`src/rtl/am9513_bus_if_if.sv`:
```
// CPU-side request/acknowledge and Am9513 timer-side strobe/data signals of the bus sequencer.
interface am9513_bus_if_if;
  logic        cpu_sel;
  logic        cpu_rw;
  logic        cpu_a1;
  logic [15:0] cpu_wdata;
  logic [15:0] cpu_rdata;
  logic        cpu_dtack;
  logic        tmr_cs_n;
  logic        tmr_cd_n;
  logic        tmr_rd_n;
  logic        tmr_wr_n;
  logic [15:0] tmr_d_out;
  logic        tmr_d_oe;
  logic [15:0] tmr_d_in;

  modport master (
    output cpu_sel, cpu_rw, cpu_a1, cpu_wdata, tmr_d_in,
    input  cpu_rdata, cpu_dtack, tmr_cs_n, tmr_cd_n, tmr_rd_n, tmr_wr_n, tmr_d_out, tmr_d_oe
  );

  modport slave (
    input  cpu_sel, cpu_rw, cpu_a1, cpu_wdata, tmr_d_in,
    output cpu_rdata, cpu_dtack, tmr_cs_n, tmr_cd_n, tmr_rd_n, tmr_wr_n, tmr_d_out, tmr_d_oe
  );
endinterface

```
`src/rtl/am9513_bus_if.sv`:
```
// Sequences one CPU access into Am9513 CS/CD/RD/WR strobes with setup, width and recovery timing.
module am9513_bus_if #(
  parameter int unsigned SETUP_CYC    = 1,
  parameter int unsigned STROBE_CYC   = 3,
  parameter int unsigned RECOVERY_CYC = 2
) (
  input  logic clk,
  input  logic reset,
  am9513_bus_if_if.slave bus
);
  typedef enum logic [2:0] {IDLE, SETUP, STROBE, HOLD, ACK, RECOVER} state_t;

  localparam logic [3:0] SETUP_LAST  = 4'(SETUP_CYC - 1);
  localparam logic [3:0] STROBE_LAST = 4'(STROBE_CYC - 1);
  localparam logic [3:0] REC_LAST    = 4'(RECOVERY_CYC - 1);

  state_t      state, state_nxt;
  logic [3:0]  cnt, cnt_nxt;
  logic        rw_q, rw_nxt;
  logic        cs_n, cd_n, rd_n, wr_n, d_oe, dtack;
  logic        cs_n_nxt, cd_n_nxt, rd_n_nxt, wr_n_nxt, d_oe_nxt, dtack_nxt;
  logic [15:0] d_out, rdata, d_out_nxt, rdata_nxt;

  always_ff @(posedge clk) begin
    if (reset) begin
      state <= IDLE;
      cnt   <= '0;
      rw_q  <= 1'b0;
      cs_n  <= 1'b1;
      cd_n  <= 1'b1;
      rd_n  <= 1'b1;
      wr_n  <= 1'b1;
      d_oe  <= 1'b0;
      dtack <= 1'b0;
      d_out <= '0;
      rdata <= '0;
    end else begin
      state <= state_nxt;
      cnt   <= cnt_nxt;
      rw_q  <= rw_nxt;
      cs_n  <= cs_n_nxt;
      cd_n  <= cd_n_nxt;
      rd_n  <= rd_n_nxt;
      wr_n  <= wr_n_nxt;
      d_oe  <= d_oe_nxt;
      dtack <= dtack_nxt;
      d_out <= d_out_nxt;
      rdata <= rdata_nxt;
    end
  end

  always_comb begin
    state_nxt = state;
    cnt_nxt   = cnt;
    case (state)
      IDLE:    if (bus.cpu_sel) begin state_nxt = SETUP; cnt_nxt = '0; end
      SETUP:   if (cnt == SETUP_LAST) begin state_nxt = STROBE; cnt_nxt = '0; end
               else cnt_nxt = cnt + 4'd1;
      STROBE:  if (cnt == STROBE_LAST) begin state_nxt = HOLD; cnt_nxt = '0; end
               else cnt_nxt = cnt + 4'd1;
      HOLD:    state_nxt = ACK;
      ACK:     if (!bus.cpu_sel) begin state_nxt = RECOVER; cnt_nxt = '0; end
      RECOVER: if (cnt == REC_LAST) begin state_nxt = IDLE; cnt_nxt = '0; end
               else cnt_nxt = cnt + 4'd1;
      default: begin state_nxt = IDLE; cnt_nxt = '0; end
    endcase
  end

  // Next values of the registered outputs; everything holds unless a transition edits it.
  always_comb begin
    rw_nxt    = rw_q;
    cs_n_nxt  = cs_n;
    cd_n_nxt  = cd_n;
    rd_n_nxt  = rd_n;
    wr_n_nxt  = wr_n;
    d_oe_nxt  = d_oe;
    dtack_nxt = dtack;
    d_out_nxt = d_out;
    rdata_nxt = rdata;
    case (state)
      IDLE: if (bus.cpu_sel) begin
        rw_nxt    = bus.cpu_rw;
        cs_n_nxt  = 1'b0;
        cd_n_nxt  = bus.cpu_a1;
        d_out_nxt = bus.cpu_wdata;
        d_oe_nxt  = ~bus.cpu_rw;
      end
      SETUP: if (cnt == SETUP_LAST) begin
        rd_n_nxt = ~rw_q;
        wr_n_nxt = rw_q;
      end
      STROBE: if (cnt == STROBE_LAST) begin
        rd_n_nxt = 1'b1;
        wr_n_nxt = 1'b1;
        if (rw_q) rdata_nxt = bus.tmr_d_in;
      end
      HOLD: begin
        cs_n_nxt  = 1'b1;
        d_oe_nxt  = 1'b0;
        dtack_nxt = 1'b1;
      end
      ACK: if (!bus.cpu_sel) dtack_nxt = 1'b0;
      default: ;
    endcase
  end

  assign bus.tmr_cs_n  = cs_n;
  assign bus.tmr_cd_n  = cd_n;
  assign bus.tmr_rd_n  = rd_n;
  assign bus.tmr_wr_n  = wr_n;
  assign bus.tmr_d_oe  = d_oe;
  assign bus.tmr_d_out = d_out;
  assign bus.cpu_rdata = rdata;
  assign bus.cpu_dtack = dtack;
endmodule

```
`src/flat_wrapper.sv`:
```
// flat-port wrapper written by rule: the top's interface ports become plain ports
module am9513_bus_if_flat 
#(
  parameter int unsigned SETUP_CYC    = 1,
  parameter int unsigned STROBE_CYC   = 3,
  parameter int unsigned RECOVERY_CYC = 2
)
  (clk, reset, bus_cpu_sel, bus_cpu_rw, bus_cpu_a1, bus_cpu_wdata, bus_tmr_d_in, bus_cpu_rdata, bus_cpu_dtack, bus_tmr_cs_n, bus_tmr_cd_n, bus_tmr_rd_n, bus_tmr_wr_n, bus_tmr_d_out, bus_tmr_d_oe);
  am9513_bus_if_if bus_i ();
  input  logic clk;
  input  logic reset;
  input wire logic [$bits(bus_i.cpu_sel)-1:0] bus_cpu_sel;
  input wire logic [$bits(bus_i.cpu_rw)-1:0] bus_cpu_rw;
  input wire logic [$bits(bus_i.cpu_a1)-1:0] bus_cpu_a1;
  input wire logic [$bits(bus_i.cpu_wdata)-1:0] bus_cpu_wdata;
  input wire logic [$bits(bus_i.tmr_d_in)-1:0] bus_tmr_d_in;
  output wire logic [$bits(bus_i.cpu_rdata)-1:0] bus_cpu_rdata;
  output wire logic [$bits(bus_i.cpu_dtack)-1:0] bus_cpu_dtack;
  output wire logic [$bits(bus_i.tmr_cs_n)-1:0] bus_tmr_cs_n;
  output wire logic [$bits(bus_i.tmr_cd_n)-1:0] bus_tmr_cd_n;
  output wire logic [$bits(bus_i.tmr_rd_n)-1:0] bus_tmr_rd_n;
  output wire logic [$bits(bus_i.tmr_wr_n)-1:0] bus_tmr_wr_n;
  output wire logic [$bits(bus_i.tmr_d_out)-1:0] bus_tmr_d_out;
  output wire logic [$bits(bus_i.tmr_d_oe)-1:0] bus_tmr_d_oe;
  assign bus_i.cpu_sel = bus_cpu_sel;
  assign bus_i.cpu_rw = bus_cpu_rw;
  assign bus_i.cpu_a1 = bus_cpu_a1;
  assign bus_i.cpu_wdata = bus_cpu_wdata;
  assign bus_i.tmr_d_in = bus_tmr_d_in;
  assign bus_cpu_rdata = bus_i.cpu_rdata;
  assign bus_cpu_dtack = bus_i.cpu_dtack;
  assign bus_tmr_cs_n = bus_i.tmr_cs_n;
  assign bus_tmr_cd_n = bus_i.tmr_cd_n;
  assign bus_tmr_rd_n = bus_i.tmr_rd_n;
  assign bus_tmr_wr_n = bus_i.tmr_wr_n;
  assign bus_tmr_d_out = bus_i.tmr_d_out;
  assign bus_tmr_d_oe = bus_i.tmr_d_oe;
  am9513_bus_if #(.SETUP_CYC(SETUP_CYC), .STROBE_CYC(STROBE_CYC), .RECOVERY_CYC(RECOVERY_CYC)) u_core (.clk(clk), .reset(reset), .bus(bus_i));
endmodule
```
`config.mk`:
```
export PLATFORM = sky130hd
export DESIGN_NAME = am9513_bus_if_flat
export DESIGN_NICKNAME = d
export VERILOG_FILES = /design/src/rtl/am9513_bus_if_if.sv /design/src/rtl/am9513_bus_if.sv /design/src/flat_wrapper.sv
export SDC_FILE = /design/constraint.sdc
export NUM_CORES = 1
export LEC_CHECK = 0
export ABC_AREA = 1
export BUFFER_PORTS_ARGS = -buffer_cell sky130_fd_sc_hd__buf_2
export CAP_MARGIN = 25
export CORE_ASPECT_RATIO = 2
export CORE_MARGIN = 2
export CORE_UTILIZATION = 43
export CTS_CLUSTER_SIZE = 30
export DETAILED_ROUTE_END_ITERATION = 16
export PLACE_DENSITY = 0.74
export SLEW_MARGIN = 15
export SYNTH_ARGS = -nofsm -noshare
export SYNTH_HDL_FRONTEND = slang
export SYNTH_SLANG_ARGS = --single-unit
```
`constraint.sdc`:
```
create_clock -name clk -period 1.3 [get_ports clk]
set_input_delay 0.065 -clock clk [delete_from_list [all_inputs] [get_ports clk]]
set_output_delay 0.065 -clock clk [all_outputs]
set_load 0.02 [all_outputs]
```
==> results.yml <==
status:
  run_status: "complete, but fails checks"
  failed_checks: "negative hold slack"
timing:
  maxSlewViolCount: 0
  final_hold_vio_count: 3
  finalHoldWorstSlack_ns: -0.0191
  final_min_period_over_clock_period: 0.996
  timing.clock.skew_ns: 0.00570
  clock.fmax_mhz: 772
  shortest_period_the_worst_path_allows_ns: 1.30
  maxSlewHeadroom: 0.770
  setup_viol: 0
  rsz0062_at_grt: "yes"
  slew_of_the_pin_with_the_lowest_slew_margin_ns: 0.341
cts:
  clockRootBuffer: "clkbuf_8"
  clkLatencyLatePin_ns: 0.30
  number_of_buffers_on_the_longest_clock_path: 2
  clock_sink_count: 46
  htreeDepth: 2
  clk_transition_reported_paths_ns: 0.09
  tritoncts_clock_tree: "done"
  tritoncts.num_buffers: 5
floorplanning:
  fp.dieW_um: 51.8
  io_pins: 75
  placeableCoreArea_mm2: 0.00438
  dieArea_mm2: 0.00516
  die_height_um: 99.6
  start_util: 0.449
  std_cell_rows: 34
setup_path:
  reg2reg_slack_ns: 0.005
  worst_path_required_ns: 1.50
  worstPathMaxFanout: 6
  crit_start: "u_core.state[2]$_SDFFE_PP0P_"
  worst_r2r_startpoint: "u_core.state[2]$_SDFFE_PP0P_"
  crit_path_end_kind: "register"
  rr_endpoint: "u_core.state[0]$_SDFFE_PP0P_"
  worst-setup-path-type: "register to register"
  crit_path_end: "u_core.state[0]$_SDFFE_PP0P_"
  worst_r2r_path_depth: 7
  worst-endpoint-arrival_ns: 1.49
  worstSetupStartpointType: "register"
placement:
  dpl-instance-area_mm2: 0.00251
  place_hpwl_um: 3720
  place_congestion: 0.853
  port_buffers: 74
detailed_routing:
  wl_per_cell_um: 12.8
  drt_iter0_markers: 45
  detail_route.wirelength_um: 5380
  ant_nets: 0
  detailroute.via_count: 2111
  drc: 0
  drt-pass1-iter-count: 4
  vias_per_cell: 5.01
cells_and_area:
  ff_latch_area_um2: 940
  antenna-diode-count: 0
  layout-drive-gt1-share: 0.444
  layout.cell_area.non_filler_mm2: 0.00295
  final_net_count: 407
  layout-area-overhead-vs-synth_pct: 50.0
  multiInputGateArea_mm2: 0.00105
  final.fill_count: 366
global_routing:
  groute.usage.overall: 0.213
  grt_antenna_before_repair: 0
  wire_length_of_the_first_global_routing_pass_um: 8380
  total_gr_overflow: 0
  grt_max_degree: 24
  number_of_global_route_vias_before_repair: 1997
pwr:
  total_leakage_power_uw: 0.00143
  power.density_mw_per_mm2: 1780
  vdd_drop_max_mv: 1.36
synth:
  synth_cells: 255
  synth_fp_nets: 296
  yosys_warnings: 0
  postSynthRegisterBits: 46
  synth_area_per_cell_um2: 7.71
  synth.yosys.seq_area_share: 0.468
  yosys.cell_types.count: 27
  synthesis.area_mm2: 0.00197
worst_hold_path:
  whs_path_depth: 3
  hold_path_class: "input pin to register"
flow_run:
  max_cap_violations: 0
==> layout by cell type (no fill, tap or decap), types with 8 or more instances in the layout <==
cell type / instances
buf_2: 74
a21oi_1: 23
nand2_1: 52
nand3_1: 22
nor2_1: 26
dfxtp_1: 41
nand2_2: 8
dlygate4sd3_1: 12
inv_1: 10
buf_4: 24
nor2_2: 12
==> state kept, by name, indices dropped and copies added (netlist names) <==
| name | count |
|---|---|
| u_core.bus.tmr_cs_n | 1 |
| u_core.bus.tmr_d_oe | 1 |
| u_core.cnt | 4 |
| u_core.bus.tmr_cd_n | 1 |
| u_core.rw_q | 1 |
| u_core.bus.cpu_dtack | 1 |
| u_core.bus.cpu_rdata | 16 |
| u_core.bus.tmr_rd_n | 1 |
| u_core.bus.tmr_d_out | 16 |
| u_core.state | 3 |
| u_core.bus.tmr_wr_n | 1 |
==> Yosys cell counts (all sizes together) <==
master	count	area share
nand2	60	0.12
dfxtp	46	0.47
nor2	44	0.11
nand3	25	0.070
a21oi	24	0.061
o21ai	21	0.053
inv	15	0.031
buf	5	0.027
clkbuf	4	0.0076
ha	4	0.025
o211ai	2	0.0076
a21boi	1	0.0038
nand4	1	0.0032
nor3	1	0.0051
or2	1	0.0032
xor2	1	0.0045
==> power breakdown <==
part	leakage, uW	internal [uW]	switching [uW]
Clock	0.0000544	488	495
Combinational	0.00100	976	1350
Sequential	0.000378	1710	226
Total	0.00143	3170	2070
==> logic make-up (layout without fill, tap and decap cells) <==
group	count (synthesis)	count (layout)	synth area share
AOI/OAI and AO/OA	48	48	0.126
xor gates and xnor gates	1	1	0.00446
adders and majority gates	4	4	0.0255
buffers and inverters	24	136	0.0656
DFF	46	46	0.468
and+or+nand+nor	132	132	0.310
==> per-stage QoR <==
| step | TNS, ns | cells | utilization | setup WS [ns] | total power, uW |
|---|---|---|---|---|---|
| floorplan | 0 | 255 | - | 0.00318 | 3100 |
| global placement | -0.0382 | 394 | 0.574 | -0.0382 | 3850 |
| detailed placement | -0.278 | 394 | 0.574 | -0.0490 | 3890 |
| CTS | 0 | 417 | 0.640 | 0.000354 | 5000 |
| global route | -0.621 | 421 | 0.673 | -0.0739 | 5540 |
| finish | 0 | 421 | 0.673 | 0.00493 | 5240 |
==> routing by layer <==
layer | vias to the layer above | GRT usage | part of all wire
met5 | - | 0 | 0
met4 | 0 | 0.117 | 0.036
met3 | 16 | 0.0405 | 0.040
met2 | 65 | 0.394 | 0.57
met1 | 977 | 0.210 | 0.36
li1 | 1053 | - | -
==> repair_timing <==
item | in CTS | in global routing
hold buffers | 12 | 0
buffers inserted | 3 | 4
hold endpoints to repair | 12 | 0
endpoints found under the setup margin | 39 | 37
gates resized for setup | 13 | 36
pin swaps | 2 | 14
==> worst min-delay path by stage <==
| stage | start | to | slack [ns] |
|---|---|---|---|
| floorplan | reset | u_core.bus.cpu_dtack$_SDFFE_PP0P_ | 0.13 |
| global placement | bus_cpu_a1 | u_core.bus.tmr_cd_n$_SDFFE_PP1P_ | 0.28 |
| detailed placement | bus_cpu_a1 | u_core.bus.tmr_cd_n$_SDFFE_PP1P_ | 0.29 |
| CTS | bus_cpu_wdata[10] | u_core.bus.tmr_d_out[10]$_SDFFE_PP0P_ | 0.0004 |
| global route | bus_tmr_d_in[4] | u_core.bus.cpu_rdata[4]$_SDFFE_PP0P_ | -0.02 |
| finish | bus_tmr_d_in[4] | u_core.bus.cpu_rdata[4]$_SDFFE_PP0P_ | -0.02 |
==> critical path: stages (launching register included) <==
cell and delay [ns]:
dfxtp_4 0.42, inv_1 0.11, nor2_1 0.21, nand2_2 0.10
nand2_2 0.11, nor2_4 0.05, a21oi_1 0.12, nor2_1 0.06
==> cell type report <==
| cell class | count | area share |
|---|---|---|
| Multi-Input combinational cell | 185 | 0.355 |
| Sequential cell | 46 | 0.319 |
| Timing Repair Buffer | 113 | 0.245 |
| Clock inverter | 1 | 0.00297 |
| Inverter | 15 | 0.0233 |
| Tap cell | 54 | 0.0229 |
| Clock buffer | 7 | 0.0327 |
Note: power is estimated with default switching activity, not from simulation.
